$ cat config.mk
export PLATFORM = sky130hd
export DESIGN_NAME = seq_booth_mult_flat
export DESIGN_NICKNAME = d
export VERILOG_FILES = /design/src/rtl/seq_booth_mult_pkg.sv /design/src/rtl/seq_booth_mult_if.sv /design/src/rtl/seq_booth_mult_booth_step.sv /design/src/rtl/seq_booth_mult.sv /design/src/flat_wrapper.sv
export SDC_FILE = /design/constraint.sdc
export NUM_CORES = 1
export LEC_CHECK = 0
export CAP_MARGIN = 30
export CORE_ASPECT_RATIO = 1.2
export CORE_MARGIN = 4
export CORE_UTILIZATION = 25
export CTS_BUF_LIST = sky130_fd_sc_hd__clkbuf_4
export CTS_CLUSTER_SIZE = 14
export DETAILED_ROUTE_END_ITERATION = 6
export GPL_TIMING_DRIVEN = 0
export REMOVE_ABC_BUFFERS = 1
export SLEW_MARGIN = 20
export SYNTH_ARGS = -nofsm -noshare
export SYNTH_HDL_FRONTEND = slang
export SYNTH_HIERARCHICAL = 1
export SYNTH_SLANG_ARGS = --single-unit
$ cat constraint.sdc
create_clock -name clk -period 5.35 [get_ports clk]
set_clock_uncertainty 0.05 [all_clocks]
set_input_delay 0.535 -clock clk [delete_from_list [all_inputs] [get_ports clk]]
set_output_delay 0.535 -clock clk [all_outputs]
set_load 0.02 [all_outputs]
$ cat src/rtl/seq_booth_mult_pkg.sv
// Shared definitions for the sequential Booth multiplier: FSM state type,
// default operand width and the derived counter width.
package Parameter_Definitions;

    localparam int NBITS_DEFAULT = 8;

    typedef enum logic [1:0] {
        IDLE = 2'd0,
        CALC = 2'd1,
        DONE = 2'd2
    } state_e;

    // The counter must hold NBITS, so it needs clog2(NBITS+1) bits.
    function automatic int cnt_width(input int nbits);
        return (nbits < 1) ? 1 : $clog2(nbits + 1);
    endfunction

endpackage

$ cat src/rtl/seq_booth_mult_if.sv
// Request/result bundle of the sequential Booth multiplier.
// The master issues operands with start; the slave returns product and status.
interface seq_booth_mult_if #(
    parameter int NBITS = Parameter_Definitions::NBITS_DEFAULT
);
    logic                   start;
    logic                   signed_mode;
    logic [NBITS-1:0]       multiplicand;
    logic [NBITS-1:0]       multiplier;
    logic [2*NBITS-1:0]     product;
    logic                   ready;
    logic                   busy;
    logic                   done;

    modport master (
        output start, signed_mode, multiplicand, multiplier,
        input  product, ready, busy, done
    );

    modport slave (
        input  start, signed_mode, multiplicand, multiplier,
        output product, ready, busy, done
    );
endinterface

$ cat src/rtl/seq_booth_mult_booth_step.sv
// One radix-2 Booth iteration: conditional add/subtract of A into the high
// half, then an arithmetic right shift of {acc, Q, Q[-1]}.
module booth_step #(
    parameter int W  = 10,  // accumulator / adder width
    parameter int QW = 9    // multiplier register width
) (
    input  logic [W-1:0]  acc,
    input  logic [W-1:0]  a_ext,
    input  logic [QW-1:0] q,
    input  logic          q_m1,
    output logic [W-1:0]  acc_next,
    output logic [QW-1:0] q_next,
    output logic          q_m1_next
);

    logic [W-1:0] sum;

    always_comb begin
        sum = acc;
        case ({q[0], q_m1})
            2'b10:   sum = acc - a_ext;
            2'b01:   sum = acc + a_ext;
            default: sum = acc;
        endcase
    end

    // Arithmetic shift: the sign of the sum is replicated, its LSB moves into Q.
    assign acc_next[W-1] = sum[W-1];
    generate
        for (genvar gi = 0; gi < W - 1; gi++) begin : g_acc_shift
            assign acc_next[gi] = sum[gi+1];
        end
    endgenerate

    assign q_next[QW-1] = sum[0];
    generate
        for (genvar gi = 0; gi < QW - 1; gi++) begin : g_q_shift
            assign q_next[gi] = q[gi+1];
        end
    endgenerate

    assign q_m1_next = q[0];

endmodule

$ cat src/rtl/seq_booth_mult.sv
// Sequential radix-2 Booth multiplier: one step per clock over NBITS+1
// extended operands, signed or unsigned, result held in a register.
module seq_booth_mult #(
    parameter int NBITS = Parameter_Definitions::NBITS_DEFAULT
) (
    input  logic             clk,
    input  logic             rst,
    seq_booth_mult_if.slave  bus
);
    import Parameter_Definitions::*;

    localparam int OW = NBITS + 1;        // extended operand width
    localparam int AW = NBITS + 2;        // adder width, keeps -A from wrapping
    localparam int CW = cnt_width(NBITS);
    localparam int PW = 2 * NBITS;

    localparam logic [1:0]    ST_IDLE  = 2'(IDLE);
    localparam logic [1:0]    ST_CALC  = 2'(CALC);
    localparam logic [1:0]    ST_DONE  = 2'(DONE);
    localparam logic [CW-1:0] CNT_LOAD = CW'(NBITS);

    logic [1:0]    state_reg, state_next;
    logic [OW-1:0] a_reg;
    logic [OW-1:0] q_reg;
    logic          q_m1_reg;
    logic [AW-1:0] acc_reg;
    logic [CW-1:0] cnt_reg;
    logic [PW-1:0] product_reg;

    logic [OW-1:0] a_in_ext;
    logic [OW-1:0] b_in_ext;
    logic [AW-1:0] a_adder;
    logic [AW-1:0] step_acc;
    logic [OW-1:0] step_q;
    logic          step_q_m1;
    logic          last_step;

    // Zero- or sign-extension decided by the mode presented with start.
    assign a_in_ext = bus.signed_mode ? {bus.multiplicand[NBITS-1], bus.multiplicand}
                                      : {1'b0, bus.multiplicand};
    assign b_in_ext = bus.signed_mode ? {bus.multiplier[NBITS-1], bus.multiplier}
                                      : {1'b0, bus.multiplier};

    assign a_adder   = {a_reg[OW-1], a_reg};
    assign last_step = (cnt_reg == '0);

    booth_step #(
        .W  (AW),
        .QW (OW)
    ) u_booth_step (
        .acc       (acc_reg),
        .a_ext     (a_adder),
        .q         (q_reg),
        .q_m1      (q_m1_reg),
        .acc_next  (step_acc),
        .q_next    (step_q),
        .q_m1_next (step_q_m1)
    );

    always_comb begin
        state_next = state_reg;
        case (state_reg)
            ST_IDLE: if (bus.start) state_next = ST_CALC;
            ST_CALC: if (last_step) state_next = ST_DONE;
            ST_DONE: state_next = ST_IDLE;
            default: state_next = ST_IDLE;
        endcase
    end

    always_ff @(posedge clk or negedge rst) begin
        if (!rst) begin
            state_reg   <= ST_IDLE;
            a_reg       <= '0;
            q_reg       <= '0;
            q_m1_reg    <= 1'b0;
            acc_reg     <= '0;
            cnt_reg     <= '0;
            product_reg <= '0;
        end else begin
            state_reg <= state_next;
            case (state_reg)
                ST_IDLE: begin
                    if (bus.start) begin
                        a_reg    <= a_in_ext;
                        q_reg    <= b_in_ext;
                        q_m1_reg <= 1'b0;
                        acc_reg  <= '0;
                        cnt_reg  <= CNT_LOAD;
                    end
                end
                ST_CALC: begin
                    acc_reg  <= step_acc;
                    q_reg    <= step_q;
                    q_m1_reg <= step_q_m1;
                    // The low 2*NBITS bits of {acc, Q} after the final shift.
                    if (last_step) begin
                        product_reg <= {step_acc[NBITS-2:0], step_q};
                    end else begin
                        cnt_reg <= cnt_reg - 1'b1;
                    end
                end
                default: ;
            endcase
        end
    end

    assign bus.product = product_reg;
    assign bus.ready   = (state_reg == ST_IDLE);
    assign bus.busy    = (state_reg == ST_CALC);
    assign bus.done    = (state_reg == ST_DONE);

endmodule

$ cat src/flat_wrapper.sv
// flat-port wrapper written by rule: the top's interface ports become plain ports
module seq_booth_mult_flat import Parameter_Definitions::*;
#(
    parameter int NBITS = Parameter_Definitions::NBITS_DEFAULT
)
  (clk, rst, bus_start, bus_signed_mode, bus_multiplicand, bus_multiplier, bus_product, bus_ready, bus_busy, bus_done);
  seq_booth_mult_if #(.NBITS(NBITS)) bus_i ();
  input  logic clk;
  input  logic rst;
  input wire logic [$bits(bus_i.start)-1:0] bus_start;
  input wire logic [$bits(bus_i.signed_mode)-1:0] bus_signed_mode;
  input wire logic [$bits(bus_i.multiplicand)-1:0] bus_multiplicand;
  input wire logic [$bits(bus_i.multiplier)-1:0] bus_multiplier;
  output wire logic [$bits(bus_i.product)-1:0] bus_product;
  output wire logic [$bits(bus_i.ready)-1:0] bus_ready;
  output wire logic [$bits(bus_i.busy)-1:0] bus_busy;
  output wire logic [$bits(bus_i.done)-1:0] bus_done;
  assign bus_i.start = bus_start;
  assign bus_i.signed_mode = bus_signed_mode;
  assign bus_i.multiplicand = bus_multiplicand;
  assign bus_i.multiplier = bus_multiplier;
  assign bus_product = bus_i.product;
  assign bus_ready = bus_i.ready;
  assign bus_busy = bus_i.busy;
  assign bus_done = bus_i.done;
  seq_booth_mult #(.NBITS(NBITS)) u_core (.clk(clk), .rst(rst), .bus(bus_i));
endmodule
==> summary.md, run 1 <==
| Metric | Value |
|---|---|
| Die Span Y | `127.0 um` |
| Via density | `4.532` |
| Worst r2r dst | `u_core/bus.product[14]$_DFFE_PN0P_` |
| CTS tree | `yes` |
| Kind of critical path | `flop to output port` |
| HPWL after DPL | `4527 um` |
| Post-Syn Area | `2952 um2` |
| CORE AREA | `11570 um2` |
| Initial core utilization | `25.52%` |
| Syn_area_per_cell | `9.521 um2` |
| Clk buf depth | `2` |
| CTS resizes | `0` |
| Worst-path clk slew | `0.17 ns` |
| Leak Pwr | `1.587 nW` |
| Most used DFF post-synth | `dfrtp_1` |
| IO Pins | `39` |
| Critical path peak fanout | `24` |
| Largest stage delay, worst path | `0.71 ns` |
| Largest register FFs | `16` |
| Final hold viol count | `0` |
| Logic depth of the worst path, buffers included | `3` |
| Nets | `367` |
| Kind of cell adding the most delay to the critical path | `buffers and inverters` |
| Status | `finished, final reports clean` |
| Post-DRT Antenna Nets | `0` |
| Global Route Usage Sum | `9.912%` |
| Input/output buffers | `38` |
| Relative slew slack | `48.96%` |
| PD cells | `721.8 nW/um2` |
| Layout area overhead | `17.04%` |
| Share of layout cells above drive strength 1 | `11.08%` |
| H-tree depth | `2` |
| Rows | `43` |
| Vias in the first global route | `2346` |
| Clock sinks | `51` |
| Critical path endpoint category | `output port` |
| CP startpoint kind | `flop` |
| Post-CTS setup buffer count | `0` |
| Synth warn | `6` |
| Worst endpoint required time | `4.76 ns` |
| Reg2reg start | `u_core/q_reg[0]$_DFFE_PN0P_` |
| Worst R2R Path Depth | `11` |
| Antenna diodes | `0` |
| Gpl congestion | `0.7869` |
| Final period utilization | `60.17%` |
| Initial antenna violation count | `0` |
| Buf/Inv on CP | `2` |
| Routed WL per cell | `13.10 um` |
| FFs w/ async S/R, synth | `100.0%` |
| Max Cap Viol | `0` |
| Die W | `107.2 um` |
| Arr. time, crit path | `2.63 ns` |
| Worst path cell trace | `nand2b_2 > inv_2 > clkdlybuf4s50_1` |
| Hold Slack | `0.1236 ns` |
| Global route total overflow | `0` |
| Flops & latches, synth | `51` |
| Netlist cell types | `42` |
| Placed Area | `3395 um2` |
| Clk Latency, worst-skew pair | `0.37 ns` |
| Critical path's slowest cell | `clkdlybuf4s50_1` |
| RSZ-0062 raised after global routing | `false` |
| Worst hold path type | `input port to asynchronous set/reset pin` |
| Worst R2R Setup Slack | `2.16 ns` |
| VDD IR max | `0.0002743 V` |
| TNS Setup | `0 ns` |
| Clk Tree Root Cell | `clkbuf_4` |
| # setup viols final | `0` |
| Routed WL | `6432 um` |
| EDFF count, synth | `0` |
| Final Util | `29.86%` |
| Slew Viols, Final | `0` |
| Vias | `2225` |
| Most frequent cells in the layout | `nand2_1, dfrtp_1, clkdlybuf4s50_1, o21ai_0, nand3_1` |
| DRC errors left | `0` |
| Hold buffer count at CTS | `0` |
| Fmax | `310.6 MHz` |
| Die area | `13620 um2` |
| Post-synthesis sequential area ratio | `43.24%` |
| Finished Cell Area | `3455 um2` |
| TritonCTS Buffers | `5` |
| Worst Tran Pin Value | `0.7656 ns` |
| Largest net degree at the start of global routing | `52` |
| Cells after synthesis | `310` |
| First-pass iteration count of the detailed router | `4` |
| First-pass GRT wire length | `11200 um` |
| Min cycle time layout | `3.219 ns` |
| Commonest non-fill, non-tap cell in the layout | `nand2_1` |
| DRT iter0 DRCs | `93` |
[logic make-up after synthesis]
logic type      Yosys count  share of synthesized area (%)
xor+xnor                 15                          4.451
flops                    51                          43.24
fa+ha+maj                14                          6.189
simple gates            118                          19.29
mux                      20                          8.733
compound gates           60                          12.34
buf+inv                  32                          5.765
[metal layers]
layer / global-route usage (%) / wire length (um) / vias to the layer above
met3: 2.577 / 329 / 4
met1: 12.59 / 3008 / 1073
met2: 16.98 / 3048 / 45
met5: 0 / 0 / -
met4: 2.032 / 45 / 0
li1: - / - / 1103
[per-stage QoR]
stage	setup WS, ns	cells	total power [mW]
2_1_floorplan	2.485	287	1.902
3_3_place_gp	2.096	482	2.279
3_5_place_dp	2.221	483	2.323
4_1_cts	2.078	491	2.520
5_1_grt	1.909	491	2.753
6_report	2.131	491	2.493
[worst register-to-register path, stage by stage (launching register included)]
cell	delay [ns]
dfrtp_1	0.45
inv_1	0.07
ha_1	0.35
mux2_2	0.42
fa_1	0.45
a21o_1	0.18
a21oi_1	0.25
o21ai_0	0.14
a21oi_1	0.19
xor2_1	0.15
o21ai_0	0.11
mux2_4	0.29
[power by group]
| group | internal [mW] | leakage (nW) | switching [mW] |
|---|---|---|---|
| Sequential | 0.569 | 0.638 | 0.188 |
| Clock | 0.0535 | 0.0356 | 0.138 |
| Combinational | 0.712 | 0.914 | 0.833 |
| Total | 1.34 | 1.59 | 1.16 |
[cells in the mapped netlist, types with 2 or more instances]
| master | count | share of area (%) |
|---|---|---|
| nor2_1 | 8 | 1.0 |
| nor2b_1 | 7 | 1.5 |
| xnor2_1 | 4 | 1.2 |
| clkbuf_1 | 8 | 1.0 |
| o21ai_0 | 20 | 3.4 |
| a21o_1 | 3 | 0.76 |
| dfrtp_1 | 51 | 43 |
| a211oi_1 | 3 | 0.76 |
| mux2_2 | 10 | 3.8 |
| and2b_1 | 2 | 0.51 |
| a31oi_1 | 3 | 0.64 |
| nor3_1 | 5 | 0.85 |
| xor2_1 | 11 | 3.3 |
| a22oi_1 | 8 | 2.0 |
| nand2_1 | 65 | 8.3 |
| buf_4 | 10 | 2.5 |
| inv_1 | 8 | 1.0 |
| ha_1 | 13 | 5.5 |
| buf_2 | 4 | 0.68 |
| nand3_1 | 20 | 3.4 |
| mux2_4 | 9 | 4.6 |
| o21bai_1 | 2 | 0.51 |
| or3_1 | 2 | 0.42 |
| a21oi_1 | 16 | 2.7 |
[final cells by class]
cell class | count | area, um2
fill | 1210 | 8113
inverter | 9 | 33.78
multi-input combinational | 227 | 1505
clock inverter | 3 | 22.52
tap | 157 | 196.4
sequential | 51 | 1276
timing repair buffer | 39 | 382.9
clock buffer | 5 | 37.54
[worst max path at each step]
stage	start	endpoint
floorplan	u_core/q_reg[0]$_DFFE_PN0P_	u_core/bus.product[14]$_DFFE_PN0P_
global placement	rst	u_core/bus.product[5]$_DFFE_PN0P_
detailed placement	u_core/q_reg[0]$_DFFE_PN0P_	u_core/bus.product[14]$_DFFE_PN0P_
CTS	u_core/state_reg[0]$_DFFE_PN0P_	bus_busy
global route	u_core/state_reg[0]$_DFFE_PN0P_	bus_busy
finish	u_core/state_reg[1]$_DFFE_PN0P_	bus_busy
Note: power is estimated with default switching activity, not from simulation.
==> run 2, diff against run 1 <==
==> constraint.sdc (replaced) <==
create_clock -name clk -period 3.35 [get_ports clk]
set_clock_uncertainty 0.05 [all_clocks]
set_input_delay 0.335 -clock clk [delete_from_list [all_inputs] [get_ports clk]]
set_output_delay 0.335 -clock clk [all_outputs]
set_load 0.02 [all_outputs]
==> summary.md, run 2 (synthesis results as in run 1) <==
| Metric | Value |
|---|---|
| Clk Tree Root Cell | `clkbuf_4` |
| Fmax | `323.0 MHz` |
| Global route total overflow | `0 (unchanged)` |
| Commonest non-fill, non-tap cell in the layout | `nand2_1` |
| Worst endpoint required time | `3.57 ns (-1.19 ns)` |
| Buf/Inv on CP | `1 (-1)` |
| VDD IR max | `0.0004374 V (+59%)` |
| Vias | `2235 (+0.45%)` |
| Clock sinks | `51 (unchanged)` |
| Leak Pwr | `1.590 nW (+0.17%)` |
| CP startpoint kind | `flop` |
| Final hold viol count | `0 (unchanged)` |
| DRC errors left | `0 (unchanged)` |
| Relative slew slack | `49.13% (+0.17 points)` |
| Status | `finished, final reports clean` |
| Routed WL per cell | `13.12 um (+0.12%)` |
| Vias in the first global route | `2346 (unchanged)` |
| Post-DRT Antenna Nets | `0 (unchanged)` |
| Die Span Y | `127.0 um (unchanged)` |
| Max Cap Viol | `0 (unchanged)` |
| # setup viols final | `0 (unchanged)` |
| Global Route Usage Sum | `9.912% (unchanged)` |
| Critical path peak fanout | `9 (-63%)` |
| Gpl congestion | `0.7869 (unchanged)` |
| Share of layout cells above drive strength 1 | `11.34% (+0.27 points)` |
| P_sw | `1.849 mW (+60%)` |
| Final Util | `29.97% (+0.11 points)` |
| Nets | `368 (+0.27%)` |
| TNS Setup | `0 ns (unchanged)` |
| Min cycle time layout | `3.096 ns` |
| First-pass GRT wire length | `11200 um (unchanged)` |
| Initial core utilization | `25.52% (unchanged)` |
| CTS tree | `yes` |
| Most frequent cells in the layout | `nand2_1, dfrtp_1, clkdlybuf4s50_1, o21ai_0, nand3_1` |
| DRT iter0 DRCs | `97 (+4.3%)` |
| IO Pins | `39 (unchanged)` |
| H-tree depth | `2 (unchanged)` |
| Slew Viols, Final | `0 (unchanged)` |
| Post-route setup slack | `0.2539 ns (-1.877 ns)` |
| Critical path's slowest cell | `dfrtp_1` |
| Logic depth of the worst path, buffers included | `11 (+8)` |
| RSZ-0062 raised after global routing | `false` |
| Largest net degree at the start of global routing | `52 (unchanged)` |
| Initial antenna violation count | `0 (unchanged)` |
| Sequential power share | `30.3% (about the same)` |
| Worst path cell trace | `inv_1 > ha_2 > mux2_2 > fa_1 > a21o_1 > a21oi_1 > o21ai_0 > a21oi_1 > xor2_1 > o21ai_0 > mux2_4` |
| TritonCTS Buffers | `5 (unchanged)` |
| Die W | `107.2 um (unchanged)` |
| Die area | `13620 um2 (unchanged)` |
| Via density | `4.543 (+0.25%)` |
| Worst R2R Path Depth | `11 (unchanged)` |
| Largest register FFs | `16 (unchanged)` |
| PD cells | `1150 nW/um2 (+59%)` |
| Kind of critical path | `flop to flop` |
| Logic pwr share | `62.0% (about the same)` |
| Sw frac | `46.37% (-0.083 points)` |
| First-pass iteration count of the detailed router | `4 (unchanged)` |
| Clock share of power | `7.6% (about the same)` |
| Critical path endpoint category | `flop` |
| Input/output buffers | `38 (unchanged)` |
| Kind of cell adding the most delay to the critical path | `compound AO/OA/AOI/OAI gates` |
| Clk buf depth | `2 (unchanged)` |
| Final period utilization | `92.42%` |
| Worst hold path type | `input port to flop` |
| Worst-path clk slew | `0.17 ns (about the same)` |
| Total Power | `3.987 mW (+60%)` |
| P_int | `2.138 mW (+60%)` |
| Routed WL | `6453 um (+0.33%)` |
| Worst hold path cell count | `3` |
| Largest stage delay, worst path | `0.45 ns (-0.26 ns)` |
| DP Worst Slack | `0.2212 ns (-2.000 ns)` |
| Rows | `43 (unchanged)` |
| Clk Latency, worst-skew pair | `0.37 ns (about the same)` |
| Layout area overhead | `17.47%` |
| Worst Tran Pin Value | `0.7631 ns (-0.002540 ns)` |
| Arr. time, crit path | `3.32 ns (+0.69 ns)` |
| Antenna diodes | `0 (unchanged)` |
| CORE AREA | `11570 um2 (unchanged)` |
| HPWL after DPL | `4527 um (unchanged)` |
## run 2: metrics by stage
stage | std cells | hold slack [ns] | cell area (um2)
final | 492 | 0.4293 | 3467
after global routing | 492 | 0.4230 | 3467
after CTS | 492 | 0.4162 | 3465
after detailed placement | 483 | 0.3701 | 3395
after global placement | 482 | 0.4378 | 3392
after floorplan | 287 | -0.01059 | 2815
## run 2: layout make-up
type | count | area [um2]
inverters | 9 | 33.78
flip-flops and latches | 51 | 1276
fillers | 1209 | 8100
multi-input cells | 227 | 1508
clock inverters | 3 | 22.52
repair buffers | 40 | 392.9
clock buffers | 5 | 37.54
well taps | 157 | 196.4
## run 2: worst reg2reg max path, delay by kind of cell, from the launching register on
| family | cells | cell delay [ns] |
|---|---|---|
| compound gates | 5 | 0.87 |
| xor+xnor | 1 | 0.15 |
| fa+ha+maj | 2 | 0.73 |
| buf+inv | 1 | 0.08 |
| flops | 1 | 0.45 |
| mux | 2 | 0.67 |
## run 2: layer usage
layer | share of wire (%) | track usage [%] | vias up
met5 | 0 | 0 | -
met3 | 5.1 | 2.527 | 4
met1 | 47 | 12.62 | 1079
met4 | 0.70 | 2.032 | 0
met2 | 47 | 16.98 | 48
li1 | - | - | 1104
## run 2: worst paths after layout
kind,slack [ns],from,to
min in group asynchronous,0.47,rst,u_core/q_m1_reg$_DFFE_PN0P_
setup / recovery,0.25,u_core/q_reg[0]$_DFFE_PN0P_,u_core/bus.product[14]$_DFFE_PN0P_
setup reg to reg,0.25,u_core/q_reg[0]$_DFFE_PN0P_,u_core/bus.product[14]$_DFFE_PN0P_
hold / removal,0.43,bus_multiplicand[1],u_core/a_reg[1]$_DFFE_PN0P_
hold reg to reg,0.48,u_core/bus.product[0]$_DFFE_PN0P_,u_core/bus.product[0]$_DFFE_PN0P_
max in group asynchronous,2.33,rst,u_core/bus.product[9]$_DFFE_PN0P_
## run 2: power by group through the flow
stage	Sequential, mW	Combinational, mW	Clock (mW)
global route	1.26	2.80	0.341
floorplan	1.24	1.79	0
global placement	1.21	2.43	0
detailed placement	1.22	2.49	0
CTS	1.21	2.50	0.319
finish	1.21	2.47	0.305
## run 2: repair_timing
action | in CTS | in global routing
hold endpoints to repair | 51 | 0
resized for setup | 0 | 1
setup buffers | 0 | 0
setup endpoints to repair | 0 | 1
hold buffers | 1 | 0
==> run 3, diff against run 2 <==
--- a/config.mk
+++ b/config.mk
@@ -14,6 +14,7 @@
 export DETAILED_ROUTE_END_ITERATION = 6
 export GPL_TIMING_DRIVEN = 0
 export REMOVE_ABC_BUFFERS = 1
+export SKIP_CTS_REPAIR_TIMING = 1
 export SLEW_MARGIN = 20
 export SYNTH_ARGS = -nofsm -noshare
 export SYNTH_HDL_FRONTEND = slang
==> results of run 3 <==
Final layout, timing and power as in run 2 (identical DEF).
Among the figures that moved: met1 usage 12.62% -> 12.59%; met3 usage 2.527% -> 2.577%
